[src/rtl/mem_port_arbiter.sv]
// Two-requester arbiter for a single-port synchronous RAM: data port has fixed
// priority, a starvation counter bounds how long instruction fetch can wait.
module mem_port_arbiter #(
  parameter int ADDR_W     = 16,
  parameter int DATA_W     = 64,
  parameter int MEM_LAT    = 2,
  parameter int STARVE_MAX = 4
) (
  input  logic              clock,
  input  logic              reset,
  input  logic              if_req,
  input  logic [ADDR_W-1:0] if_addr,
  output logic              if_gnt,
  output logic              if_rvalid,
  output logic [DATA_W-1:0] if_rdata,
  input  logic              dm_req,
  input  logic              dm_we,
  input  logic [ADDR_W-1:0] dm_addr,
  input  logic [DATA_W-1:0] dm_wdata,
  output logic              dm_gnt,
  output logic              dm_rvalid,
  output logic [DATA_W-1:0] dm_rdata,
  output logic              mem_en,
  output logic              mem_we,
  output logic [ADDR_W-1:0] mem_addr,
  output logic [DATA_W-1:0] mem_wdata,
  input  logic [DATA_W-1:0] mem_rdata,
  output logic              busy
);

  localparam logic [1:0] S_IDLE  = 2'd0;
  localparam logic [1:0] S_ISSUE = 2'd1;
  localparam logic [1:0] S_WAIT  = 2'd2;
  localparam logic [1:0] S_RESP  = 2'd3;

  localparam int LAT_W = $clog2(MEM_LAT + 1);
  localparam int SC_W  = $clog2(STARVE_MAX + 1);
  localparam logic [LAT_W-1:0] LAT_INIT   = LAT_W'(MEM_LAT - 1);
  localparam logic [LAT_W-1:0] LAT_ONE    = LAT_W'(1);
  localparam logic [SC_W-1:0]  STARVE_LIM = SC_W'(STARVE_MAX);
  localparam logic [SC_W-1:0]  SC_ONE     = SC_W'(1);
  localparam logic OWN_DM = 1'b0;
  localparam logic OWN_IF = 1'b1;

  logic [1:0]        state_q, state_d;
  logic [LAT_W-1:0]  lat_cnt_q, lat_cnt_d;
  logic [SC_W-1:0]   starve_cnt_q, starve_cnt_d;
  logic              owner_q, owner_d;
  logic              we_q, we_d;
  logic [ADDR_W-1:0] addr_q, addr_d;
  logic [DATA_W-1:0] wdata_q, wdata_d;
  logic              if_rvalid_q, if_rvalid_d;
  logic              dm_rvalid_q, dm_rvalid_d;
  logic [DATA_W-1:0] if_rdata_q, if_rdata_d;
  logic [DATA_W-1:0] dm_rdata_q, dm_rdata_d;
  logic              issue;

  always_comb begin
    state_d      = state_q;
    lat_cnt_d    = lat_cnt_q;
    starve_cnt_d = starve_cnt_q;
    owner_d      = owner_q;
    we_d         = we_q;
    addr_d       = addr_q;
    wdata_d      = wdata_q;
    if_rvalid_d  = 1'b0;
    dm_rvalid_d  = 1'b0;
    if_rdata_d   = if_rdata_q;
    dm_rdata_d   = dm_rdata_q;
    case (state_q)
      S_IDLE: begin
        // The guard keeps the count at or below STARVE_MAX, so it saturates there.
        if (dm_req && (starve_cnt_q < STARVE_LIM)) begin
          state_d      = S_ISSUE;
          owner_d      = OWN_DM;
          we_d         = dm_we;
          addr_d       = dm_addr;
          wdata_d      = dm_wdata;
          starve_cnt_d = if_req ? starve_cnt_q + SC_ONE : '0;
        end else if (if_req) begin
          state_d      = S_ISSUE;
          owner_d      = OWN_IF;
          we_d         = 1'b0;
          addr_d       = if_addr;
          starve_cnt_d = '0;
        end else if (dm_req) begin
          state_d      = S_ISSUE;
          owner_d      = OWN_DM;
          we_d         = dm_we;
          addr_d       = dm_addr;
          wdata_d      = dm_wdata;
          starve_cnt_d = '0;
        end else begin
          starve_cnt_d = '0;
        end
      end
      S_ISSUE: begin
        if (we_q) begin
          state_d = S_IDLE;
        end else if (MEM_LAT == 1) begin
          state_d = S_RESP;
        end else begin
          state_d   = S_WAIT;
          lat_cnt_d = LAT_INIT;
        end
      end
      S_WAIT: begin
        lat_cnt_d = lat_cnt_q - LAT_ONE;
        if (lat_cnt_d == '0) state_d = S_RESP;
      end
      S_RESP: begin
        state_d = S_IDLE;
        if (owner_q == OWN_IF) begin
          if_rvalid_d = 1'b1;
          if_rdata_d  = mem_rdata;
        end else begin
          dm_rvalid_d = 1'b1;
          dm_rdata_d  = mem_rdata;
        end
      end
      default: state_d = S_IDLE;
    endcase
  end

  always_ff @(posedge clock) begin
    if (reset) begin
      state_q      <= S_IDLE;
      lat_cnt_q    <= '0;
      starve_cnt_q <= '0;
      owner_q      <= OWN_DM;
      if_rvalid_q  <= 1'b0;
      dm_rvalid_q  <= 1'b0;
      if_rdata_q   <= '0;
      dm_rdata_q   <= '0;
    end else begin
      state_q      <= state_d;
      lat_cnt_q    <= lat_cnt_d;
      starve_cnt_q <= starve_cnt_d;
      owner_q      <= owner_d;
      if_rvalid_q  <= if_rvalid_d;
      dm_rvalid_q  <= dm_rvalid_d;
      if_rdata_q   <= if_rdata_d;
      dm_rdata_q   <= dm_rdata_d;
    end
  end

  // Captured request fields need no reset: every RAM-facing use is gated by issue.
  always_ff @(posedge clock) begin
    we_q    <= we_d;
    addr_q  <= addr_d;
    wdata_q <= wdata_d;
  end

  assign issue     = (state_q == S_ISSUE);
  assign mem_en    = issue;
  assign mem_we    = issue & we_q;
  assign mem_addr  = issue ? addr_q : '0;
  assign mem_wdata = issue ? wdata_q : '0;
  assign if_gnt    = issue & (owner_q == OWN_IF);
  assign dm_gnt    = issue & (owner_q == OWN_DM);
  assign if_rvalid = if_rvalid_q;
  assign dm_rvalid = dm_rvalid_q;
  assign if_rdata  = if_rdata_q;
  assign dm_rdata  = dm_rdata_q;
  assign busy      = (state_q != S_IDLE);

endmodule

[config.mk]
export PLATFORM = sky130hd
export DESIGN_NAME = mem_port_arbiter
export DESIGN_NICKNAME = d
export VERILOG_FILES = /design/src/rtl/mem_port_arbiter.sv
export SDC_FILE = /design/constraint.sdc
export NUM_CORES = 1
export LEC_CHECK = 0
export ABC_AREA = 1
export ABC_CLOCK_PERIOD_IN_PS = 6200
export CAP_MARGIN = 20
export CORE_AREA = 2 2 150 152
export CTS_BUF_LIST = sky130_fd_sc_hd__clkbuf_4 sky130_fd_sc_hd__clkbuf_8
export DETAILED_ROUTE_END_ITERATION = 8
export DIE_AREA = 0 0 152 154
export PLACE_DENSITY = 0.73
export SLEW_MARGIN = 25
export SYNTH_ARGS = -nofsm -noshare
export SYNTH_HDL_FRONTEND = slang
export SYNTH_SLANG_ARGS = --single-unit
[constraint.sdc]
create_clock -name clock -period 6.2 [get_ports clock]
set_input_delay 0.93 -clock clock [delete_from_list [all_inputs] [get_ports clock]]
set_output_delay 0.93 -clock clock [all_outputs]
set_load 0.02 [all_outputs]
# --- Yosys cells after proc, flatten, opt, wreduce, memory -nomap -nowiden ---
# Cells that the tools add are included.
word_totals:
  romBits: 0
  ram_bits: 0
  latch_bits: 0
  regBits: 219
  memories: 0
  out_inout_bits: 215
op_classes:
  magnitude_cmp: 1
  multipliers: 0
  n_mux: 26
  shifts: 0
  div_mod_pow: 0
  add_sub_neg: 2
  eq_ne: 7
  reduce_logical: 14
  bitwise: 5
op_table:
  columns: ["operator", "n"]
  rows:
  - ["64-bit 2-to-1 mux", 4]
  - ["16-bit 2-to-1 mux", 4]
  - ["2-bit 2-to-1 mux", 6]
  - ["2-bit AND reduction", 5]
  - ["1-bit 2-to-1 mux", 8]
  - ["2-bit case mux with 4 select lines", 1]
  - ["3-bit 2-to-1 mux", 2]
  - ["2-bit nonzero test", 3]
  - ["2-bit == test (second input constant)", 2]
  - ["2-bit zero test", 2]
  - ["2-bit inequality test (second input constant)", 2]
  - ["4-bit inequality test (second input constant)", 1]
  - ["2-bit case mux with 2 select lines", 1]
  - ["3-bit by 1-bit adder with 3-bit output (second input constant)", 1]
  - ["1-bit bitwise AND", 3]
  - ["3-bit less-than comparator (second input constant)", 1]
  - ["3-bit AND reduction", 1]
  - ["3-bit nonzero test", 1]
  - ["2-bit by 1-bit == test with 1-bit output (second input constant)", 1]
  - ["2-bit by 1-bit inequality test with 1-bit output (second input constant)", 1]
  - ["1-bit NOT", 2]
  - ["2-bit OR reduction", 1]
  - ["2-bit by 1-bit subtractor with 2-bit output (second input constant)", 1]
  - ["1-bit logical AND", 1]

# --- Logic depth before layout (Yosys ltp) ---
logic_depth:
  ltp_word: 4
  mapped_depth: 7
  depth_no_buf: 6

# --- Worst setup path before layout ---
# OpenSTA, ideal clock, no wires.
synth_path:
  path_type: "input to register"
  from: "input port dm_req"
  to: "register wdata_q[0] (enable)"
  arrival_ps: 2650
  path_slack_ps: 3132
  n_path_buf: 1
  stages: 5
  cell_sequence: "nand2_1 > nand2_2 > buf_2 > nand3_1 > inv_1"
synth_between:
  elab_chain_len: 3
synth_lines:
  columns: ["item", "line", "text"]
  rows:
  - ["start, declared", "16", "input logic dm_req,"]
  - ["1-bit logical AND", "73", "if (dm_req && (starve_cnt_q < STARVE_LIM)) begin"]
  - ["2-bit by 1-bit inequality test with 1-bit output (no source line) / 2-bit nonzero test (equally long branches)", null, null]
  - ["3-bit AND reduction (no source line) *", null, null]
  - ["end signal, assigned", "151", "wdata_q <= wdata_d;"]
  - ["end, declared", "51", "logic [DATA_W-1:0] wdata_q, wdata_d;"]
# Mark *: on every way between the ends. The rest lies on a longest branch, timed or not.
# A chain may end at the register's enable or synchronous reset.

==> summary.txt <==
Run status
  • Status: finished clean

Synthesis
  • Synth Area per Inst: 8.88 um2
  • Yosys warns: 0
  • Cells after Synth: 926
  • Area leader, netlist: dfxtp_1
  • Post-synthesis mux area share: 0%
  • Post-synthesis simple-gate area fraction: 19.3%
  • Flops & latches, synth: 219
  • Synth Area in Compound Gates: 8.44%
  • Top post-synthesis cells by area: dfxtp_1 (34%), edfxtp_1 (30%), nor2_1 (16%)
  • Post-synthesis adder-cell area fraction: 0.304%
  • Post-synth top area share: 33.6%
  • Syn nets: 1093
  • Synthesized cell area: 8230 um2
  • Sequential share of the synthesized area: 63.1%
  • Netlist cell types: 24
  • XOR/XNOR share of the synthesized area: 0%
  • Dominant combinational cell family by area after synthesis: simple AND/OR/NAND/NOR gates

STA
  • Peak Freq: 278 MHz
  • Skew final: 0.0152 ns
  • Total negative slack: 0 ns
  • RSZ-0062 raised after global routing: false
  • Final hold violations: 0
  • Tmin final: 3.60 ns
  • Slew of the pin with the lowest slew margin: 0.857 ns
  • Setup Viol. Count Final: 0
  • Final worst path period share: 58.0%
  • Final Max Slew Viols: 0
  • Final WS setup: 2.60 ns
  • Hold slack: 0.482 ns
  • Slew headroom: 42.9%

Layout
  • Multi-input logic area: 2320 um2
  • ANT cells: 0
  • Cell area after layout: 12800 um2
  • Finished Layout Cells: 1602
  • Synth-to-Final Area Change: 55.5%
  • Most common cell after layout, fill and taps aside: clkdlybuf4s50_1
  • Register area: 5190 um2
  • Most frequent cells in the layout: clkdlybuf4s50_1 (379), nor2_1 (345), dfxtp_1 (138), o21ai_0 (108), inv_1 (93)
  • Share of cells above drive strength 1: 5.75%
  • Layout net count: 1465
  • Fill count: 1879
  • Final design utilization: 59.0%

Place
  • Placed Cells: 1539
  • Port Buffers: 379
  • Post-place setup slack: 3.09 ns
  • Final GP Congestion: 0.789
  • DP Wirelength: 18000 um
  • Placed cell areas: 12100 um2

Power
  • Pwr per Cell Area: 267 nW/um2
  • VDD IR-drop max: 0.183 mV
  • Leakage: 5.45 nW
  • Total power: 3.41 mW

Global route
  • Initial antenna violation count: 0
  • Grt ovf: 0
  • Met3 Use GR: 8.91%
  • GR Util All Layers: 21.6%
  • Met2 GRT Util: 37.3%
  • Busiest grt layer: met2
  • First-pass GRT wire length: 40500 um
  • Number of global-route vias before repair: 7231
  • Largest net degree at the start of global routing: 77
  • Met1 usage: 24.5%

Clock network
  • CTS Root Cell: clkbuf_8
  • Clock sink count: 219
  • Clk pin slew, worst setup/hold paths: 0.06 ns
  • TritonCTS clock tree: built
  • Hold_buf cts: 0
  • Worst skew pair latency: 0.52 ns
  • H-Tree Depth: 2
  • Post-cts resize count: 0
  • CTS Buffer Depth: 3
  • CTS Buf Count: 37
  • Setup bufs post-CTS: 0

Setup path
  • Worst path arrival time: 2.67 ns
  • Max FO, Critical Path: 76
  • Crit end category: primary output
  • Critical Path RT: 5.27 ns
  • Crit Path Category: register to primary output
  • Critical Path Source Type: register

Worst hold path
  • Tightest Hold Check Type: register to register

Drt
  • First-pass DRT Iterations: 4
  • Vias per inst: 4.66
  • DR WL/cell: 16.4 um
  • DRC: 0
  • Routed wire length: 26200 um
  • Via count: 7459
  • Antenna-violating nets left: 0
  • 1st-iter DRT viols: 414

Flow run
  • Max-cap viol count: 0

Die
  • Row cnt: 54
  • Die H: 154 um
  • Core Footprint: 21700 um2
  • Die area: 23400 um2
  • Die X: 152 um
  • Initial Util: 37.9%
  • IO Pins: 380
[critical path: stages, from the launching register on]
cell and delay (ns):
dfxtp_1 0.42, inv_1 0.11, nand2_2 0.21, buf_4 0.61, nor2_1 0.16, clkdlybuf4s50_1 0.58
[flip-flops by register name, summed over array words and instances (netlist names), named ones only]
register	cells
if_rvalid	1
wdata_q	64
we_q	1
starve_cnt_q	3
lat_cnt_q	2
dm_rvalid	1
owner_q	1
addr_q	16
state_q	1
dm_rdata	64
if_rdata	64
[power by group]
group | leakage (nW) | internal, mW | switching, mW
logic | 3.18 | 0.255 | 0.290
registers | 1.88 | 1.58 | 0.0292
clock network | 0.381 | 0.699 | 0.559
total | 5.45 | 2.53 | 0.878
[area by class of cell]
| class | instances | area share, % |
|---|---|---|
| clock inverter | 7 | 0.254 |
| multi-input combinational | 556 | 18.1 |
| inverter | 98 | 2.89 |
| timing repair buffer | 386 | 30.1 |
| clock buffer | 56 | 5.34 |
| sequential | 219 | 40.6 |
| tap | 280 | 2.74 |
[synth_stat cells]
cell	instances
inv_2	1
buf_6	12
o21bai_1	1
o21ai_0	108
o21ai_1	22
nor2_1	345
clkinv_1	1
nand2_1	57
edfxtp_1	81
inv_1	96
a21oi_1	6
or2_2	1
ha_1	2
dfxtp_1	138
nand3_1	8
nand2_2	2
nand4_1	1
clkbuf_1	15
buf_4	3
o22ai_1	1
buf_2	10
nor2_2	2
clkbuf_4	12
buf_1	1
[routing by layer]
layer  wire, um  part of all wire, %
met5          0                    0
met4        581                  2.2
met1      10300                   39
met3       2610                  9.9
met2      12800                   49
[final timing paths]
| path | startpoint | endpoint | slack (ns) | cells after the start |
|---|---|---|---|---|
| hold reg to reg | starve_cnt_q[0]$_SDFFE_PP0N_ | starve_cnt_q[0]$_SDFFE_PP0N_ | 0.48 | 2 |
| hold / removal | starve_cnt_q[0]$_SDFFE_PP0N_ | starve_cnt_q[0]$_SDFFE_PP0N_ | 0.48 | 2 |
| setup / recovery | register | mem_wdata[55] | 2.60 | 5 |
| setup reg to reg | state_q[0]$_SDFFE_PP0P_ | if_rdata[2]$_SDFFE_PP0P_ | 3.85 | 7 |
[cells by family after synthesis]
kind of cell / Yosys count
compound gates: 138
flops: 219
fa+ha+maj: 2
simple gates: 416
buf+inv: 151
No activity file was read; power rests on OpenSTA's default activity.
